<file path="config.mk">
export PLATFORM = sky130hd
export DESIGN_NAME = fetch_pc_stage_flat
export DESIGN_NICKNAME = d
export VERILOG_FILES = /design/src/rtl/fetch_pc_stage_if.sv /design/src/rtl/fetch_pc_stage.sv /design/src/flat_wrapper.sv
export SDC_FILE = /design/constraint.sdc
export NUM_CORES = 1
export LEC_CHECK = 0
export ABC_AREA = 1
export ABC_CLOCK_PERIOD_IN_PS = 2700
export CORE_ASPECT_RATIO = 1.4
export CORE_MARGIN = 8
export CORE_UTILIZATION = 54
export DETAILED_ROUTE_END_ITERATION = 8
export PLACE_DENSITY = 0.83
export SYNTH_ARGS = -nofsm -noshare
export SYNTH_HDL_FRONTEND = slang
export SYNTH_SLANG_ARGS = --single-unit
</file>
<file path="constraint.sdc">
create_clock -name clk -period 2.7 [get_ports clk]
set_clock_uncertainty 0.15 [all_clocks]
set_input_delay 0.405 -clock clk [delete_from_list [all_inputs] [get_ports clk]]
set_output_delay 0.405 -clock clk [all_outputs]
set_load 0.02 [all_outputs]
</file>
<file path="src/rtl/fetch_pc_stage_if.sv">
// Instruction-memory request/response bus between the fetch stage (master)
// and the instruction memory (slave).
interface fetch_pc_stage_if;
  logic        imem_req;
  logic [31:0] imem_addr;
  logic        imem_ready;
  logic [31:0] imem_rdata;

  modport master (output imem_req, output imem_addr, input imem_ready, input imem_rdata);
  modport slave  (input imem_req, input imem_addr, output imem_ready, output imem_rdata);
endinterface

</file>
<file path="src/rtl/fetch_pc_stage.sv">
// Instruction-fetch stage: owns the PC, issues instruction-memory requests and
// loads the IF/ID register, with a one-entry hold buffer and wrong-path squash.
module fetch_pc_stage #(
  parameter logic [31:0] RESET_PC = 32'h0000_0000,
  parameter logic [31:0] NOP      = 32'h0000_0013
) (
  input  logic                   clk,
  input  logic                   rst_n,
  input  logic [1:0]             pcsrc,
  input  logic [31:0]            j_addr,
  input  logic [31:0]            redirect_addr,
  input  logic                   stall,
  fetch_pc_stage_if.master       imem,
  output logic [31:0]            pc,
  output logic [31:0]            ifid_instr,
  output logic [31:0]            ifid_pc,
  output logic                   ifid_valid
);

  typedef enum logic [1:0] {BOOT, FETCH, HOLD, DISCARD} state_t;

  state_t      state, state_nxt;
  logic [31:0] pc_nxt;
  logic [31:0] ifid_instr_nxt, ifid_pc_nxt;
  logic        ifid_valid_nxt;
  logic [31:0] buf_instr, buf_instr_nxt;
  logic [31:0] buf_pc, buf_pc_nxt;
  logic [31:0] discard_addr, discard_addr_nxt;

  logic        redirect;
  logic [31:0] target;
  logic [31:0] pc_inc;

  // pcsrc=11 is neither jump nor correction and falls through as sequential.
  assign redirect = (pcsrc == 2'b01) || (pcsrc == 2'b10);
  assign target   = ((pcsrc == 2'b01) ? j_addr : redirect_addr) & 32'hFFFF_FFFC;
  assign pc_inc   = pc + 32'd4;

  // NOTE: every output of this block gets a default first so that no path
  // through the case leaves a signal unassigned and infers a latch.
  always_comb begin
    state_nxt        = state;
    pc_nxt           = pc;
    ifid_instr_nxt   = ifid_instr;
    ifid_pc_nxt      = ifid_pc;
    ifid_valid_nxt   = ifid_valid;
    buf_instr_nxt    = buf_instr;
    buf_pc_nxt       = buf_pc;
    discard_addr_nxt = discard_addr;
    imem.imem_req    = 1'b0;
    imem.imem_addr   = pc;

    unique case (state)
      BOOT: begin
        state_nxt = FETCH;
        if (redirect) pc_nxt = target;
      end

      FETCH: begin
        imem.imem_req = 1'b1;
        if (redirect) begin
          pc_nxt         = target;
          ifid_instr_nxt = NOP;
          ifid_valid_nxt = 1'b0;
          if (!imem.imem_ready) begin
            // The in-flight request must complete at its original address.
            discard_addr_nxt = pc;
            state_nxt        = DISCARD;
          end
        end else if (imem.imem_ready && !stall) begin
          ifid_instr_nxt = imem.imem_rdata;
          ifid_pc_nxt    = pc;
          ifid_valid_nxt = 1'b1;
          pc_nxt         = pc_inc;
        end else if (imem.imem_ready) begin
          buf_instr_nxt = imem.imem_rdata;
          buf_pc_nxt    = pc;
          state_nxt     = HOLD;
        end else if (!stall) begin
          ifid_instr_nxt = NOP;
          ifid_valid_nxt = 1'b0;
        end
      end

      HOLD: begin
        if (redirect) begin
          pc_nxt         = target;
          ifid_instr_nxt = NOP;
          ifid_valid_nxt = 1'b0;
          state_nxt      = FETCH;
        end else if (!stall) begin
          ifid_instr_nxt = buf_instr;
          ifid_pc_nxt    = buf_pc;
          ifid_valid_nxt = 1'b1;
          pc_nxt         = pc_inc;
          state_nxt      = FETCH;
        end
      end

      DISCARD: begin
        imem.imem_req  = 1'b1;
        imem.imem_addr = discard_addr;
        if (redirect) pc_nxt = target;
        if (imem.imem_ready) state_nxt = FETCH;
      end

      default: state_nxt = BOOT;
    endcase
  end

  // NOTE: sequential state uses non-blocking assignments so every register
  // samples the pre-edge values computed above, independent of statement order.
  always_ff @(posedge clk or negedge rst_n) begin
    if (!rst_n) begin
      state        <= BOOT;
      pc           <= RESET_PC;
      ifid_instr   <= NOP;
      ifid_pc      <= 32'h0;
      ifid_valid   <= 1'b0;
      buf_instr    <= NOP;
      buf_pc       <= 32'h0;
      discard_addr <= RESET_PC;
    end else begin
      state        <= state_nxt;
      pc           <= pc_nxt;
      ifid_instr   <= ifid_instr_nxt;
      ifid_pc      <= ifid_pc_nxt;
      ifid_valid   <= ifid_valid_nxt;
      buf_instr    <= buf_instr_nxt;
      buf_pc       <= buf_pc_nxt;
      discard_addr <= discard_addr_nxt;
    end
  end

endmodule

</file>
<file path="src/flat_wrapper.sv">
// flat-port wrapper written by rule: the top's interface ports become plain ports
module fetch_pc_stage_flat 
#(
  parameter logic [31:0] RESET_PC = 32'h0000_0000,
  parameter logic [31:0] NOP      = 32'h0000_0013
)
  (clk, rst_n, pcsrc, j_addr, redirect_addr, stall, pc, ifid_instr, ifid_pc, ifid_valid, imem_imem_req, imem_imem_addr, imem_imem_ready, imem_imem_rdata);
  fetch_pc_stage_if imem_i ();
  input  logic clk;
  input  logic rst_n;
  input  logic [1:0] pcsrc;
  input  logic [31:0] j_addr;
  input  logic [31:0] redirect_addr;
  input  logic stall;
  output logic [31:0] pc;
  output logic [31:0] ifid_instr;
  output logic [31:0] ifid_pc;
  output logic ifid_valid;
  output wire logic [$bits(imem_i.imem_req)-1:0] imem_imem_req;
  output wire logic [$bits(imem_i.imem_addr)-1:0] imem_imem_addr;
  input wire logic [$bits(imem_i.imem_ready)-1:0] imem_imem_ready;
  input wire logic [$bits(imem_i.imem_rdata)-1:0] imem_imem_rdata;
  assign imem_imem_req = imem_i.imem_req;
  assign imem_imem_addr = imem_i.imem_addr;
  assign imem_i.imem_ready = imem_imem_ready;
  assign imem_i.imem_rdata = imem_imem_rdata;
  fetch_pc_stage #(.RESET_PC(RESET_PC), .NOP(NOP)) u_core (.clk(clk), .rst_n(rst_n), .pcsrc(pcsrc), .j_addr(j_addr), .redirect_addr(redirect_addr), .stall(stall), .imem(imem_i), .pc(pc), .ifid_instr(ifid_instr), .ifid_pc(ifid_pc), .ifid_valid(ifid_valid));
endmodule
</file>
==> results.toml <==
[outcome]
status = "complete, no violations"

[sta]
finalSetupTns_ns = 0
clock.fmax_mhz = 389.7
final_period_demand_of_the_worst_path_ns = 2.566
hold_viol = 0
setup_repair_after_global_routing_missed_its_margin = "false"
worst_slew_margin_rel_pct = 57.10
worst-slew-pin-transition_ns = 0.6436
setup_viol = 0
drv_slew = 0
min_period_over_period_pct = 95.04

[worst_setup_path]
worst-path-max-fanout = 62
reg2reg_depth = 9
crit-reg2reg-launch = "u_core.state[0]$_DFFE_PN0P_"
timing.critical_path.required_ns = 2.14
cp-start-kind = "flip-flop"
r2r_setup_slack_ns = 0.39
endpoint_class_of_the_critical_path = "output pin"
setup.worst_path.class = "flip-flop to output pin"
arrival_ns = 2.01
critical_path.reg2reg.endpoint = "u_core.pc[16]$_DFFE_PN0P_"

[worst_hold_path]
timing.hold.worst_path_depth = 2
worst_min_delay_path_class = "flip-flop to flip-flop"
hold_path.startpoint = "u_core.ifid_instr[1]$_DFFE_PN1P_"
whs_endpoint = "u_core.ifid_instr[1]$_DFFE_PN1P_"

[synthesis]
synth.area.top_cells = "dfrtp_1, nand2_1, o21ai_0"
post_synth_edffs = 0
synth_area_leader_cell = "dfrtp_1"
synth_ff_type = "dfrtp_1"
ys_seq_elements = 187
seq_area_frac_synth_pct = 48.97
async_reset_ff_share_pct = 100.0
netlist_instances = 1253
syn-cell-area_um2 = 9572
synth.top_cell.area_share_pct = 47.32
synth.yosys.warnings = 0
synth.avg_cell_area_um2 = 7.639
yosys.cell_types.count = 34

[layout]
mostFrequentLayoutCell = "nand2_1"
nets = 1563
drive_gt1_share_pct = 6.875
postLayoutCoreUtil_pct = 72.71
syn_to_final_growth_pct = 32.18
design_area_um2 = 12650
n_antenna_cell = 0
final_cell_mix = "nand2_1, clkdlybuf4s50_1, dfrtp_1, o21ai_0, inv_1"

[grt]
grt_pass1_wl_um = 46280
track_usage_pct = 26.13
grt.overflow.total = 0
initial_antenna_violation_count = 0
grt_max_degree = 67
grt_pass1_vias = 8952

[placement]
place.gp.congestion = 0.9698
placement.io_buffers = 221
dp_hpwl_um = 21160
post_dp_cell_area_um2 = 12100

[route]
ant_nets = 0
drt_iter0_markers = 748
drcViolationCount = 0
wirelength_um = 28940
dr_total_vias = 9284
wl_per_cell_um = 16.97
avgViaCountPerCell = 5.445
detailedRoute.firstPassIterationCount = 6

[die]
core_region_area_um2 = 17400
floorplan.initialDensity_pct = 55.00
rows = 57
fp.dieW_um = 128.5
total_die_area_um2 = 22300
floorplan.die.height_um = 173.5
num_io_pins = 232

[pwr]
netSwitchingPower_w = 0.007372
power_switching_share_pct = 45.63
powerDensity_nw_per_um2 = 1277
finalPower_w = 0.01616
seq_power_share_pct = 31.9
ir_worst_vdd_uv = 772.0
p_comb_share_pct = 52.7
total_leakage_power_nw = 5.762
clock_power_share_pct = 15.4
p_int_w = 0.008784

[clock_tree]
cts.sinks = 187
htree_num_levels = 4
cts.clk_slew.worst_paths_ns = 0.07
postCtsSetupRepairBufs = 0
cts_tree = "built"
clock_path_buffers = 2
clock_latency_ns = 0.42
cts-buffers-inserted = 17
cts.root.buffer_cell = "clkbuf_16"

[job]
cap_violations = 0
## synthesized netlist by cell type, types with 2 or more instances
master and n:
buf_2 24, nor2_1 63, o221ai_1 4, inv_1 93, o21a_1 30, nand2_1 429, inv_2 5, ha_1 5
nand2_2 4, o21ai_0 177, mux2_2 3, buf_6 2, dfstp_2 6, nor3_1 3, clkbuf_1 35, nor2_2 7
a31oi_1 2, a21oi_1 48, dfrtp_1 181, a22oi_1 30, buf_4 15, nand3_1 53, clkbuf_2 2, o21ai_1 19
nand4_1 4
## sequential cells by signal, summed over array words and instances (netlist names)
name	flops
u_core.ifid_instr	32
u_core.buf_instr	32
u_core.discard_addr	30
u_core.state	2
u_core.ifid_valid	1
u_core.pc	30
u_core.ifid_pc	30
u_core.buf_pc	30
## power groups by stage
stage	logic, W	registers, W	clock network, W
2_1_floorplan	0.00439	0.00571	0
3_3_place_gp	0.00857	0.00511	0
3_5_place_dp	0.00874	0.00517	0
4_1_cts	0.00855	0.00513	0.00251
5_1_grt	0.00933	0.00531	0.00262
6_report	0.00851	0.00515	0.00249
## cells by family after synthesis
family,synth area share (%)
compound gates,18.38
buf+inv,7.987
other cells,0.03918
flops,48.97
mux,0.3529
simple gates,23.62
fa+ha+maj,0.6536
## metal layers
metal	vias up	wire length, µm	global-route usage, %
met1	4337	11500	31.38
li1	4476	-	-
met5	-	0	0
met3	50	2328	6.342
met4	0	658	8.403
met2	421	14450	44.75
## how the worst max path moves through the flow
stage / start / end / slack (ns)
floorplan: u_core.state[0]$_DFFE_PN0P_ / imem_imem_addr[10] / 0.74
global placement: pcsrc[1] / u_core.ifid_pc[6]$_DFFE_PN0P_ / 0.18
detailed placement: pcsrc[1] / u_core.ifid_pc[5]$_DFFE_PN0P_ / 0.14
CTS: u_core.state[0]$_DFFE_PN0P_ / imem_imem_addr[18] / 0.11
global route: u_core.state[0]$_DFFE_PN0P_ / imem_imem_addr[11] / 0.09
finish: u_core.state[0]$_DFFE_PN0P_ / imem_imem_addr[20] / 0.13
## timing repair
action | CTS | global route
hold buffers | 1 | 0
endpoints found under the setup margin | 31 | 0
resized for setup | 32 | 0
hold endpoints to repair | 59 | 0
## stage by stage
step / setup slack, ns / hold WS [ns] / std cells
6_report: 0.1339 / 0.3275 / 1705
5_1_grt: 0.08750 / 0.3394 / 1705
4_1_cts: 0.1089 / 0.3267 / 1705
3_5_place_dp: 0.1450 / 0.3065 / 1672
3_3_place_gp: 0.1829 / 0.3068 / 1672
2_1_floorplan: 0.7366 / -0.04059 / 1258
## area by class of cell
| cell class | count | area (µm²) |
|---|---|---|
| Sequential cell | 187 | 4687 |
| Tap cell | 236 | 295.3 |
| Multi-Input combinational cell | 895 | 4161 |
| Inverter | 98 | 367.9 |
| Fill cell | 1425 | 4750 |
| Clock buffer | 18 | 429.2 |
| Timing Repair Buffer | 257 | 2560 |
| Clock inverter | 14 | 151.4 |
## worst max-delay path: stages (launching register included)
cell and delay [ns]:
dfrtp_1 0.45, ha_2 0.23, buf_12 0.19, o21ai_0 0.31, dlygate4sd2_1 0.40
No activity file was read; power rests on OpenSTA's default activity.
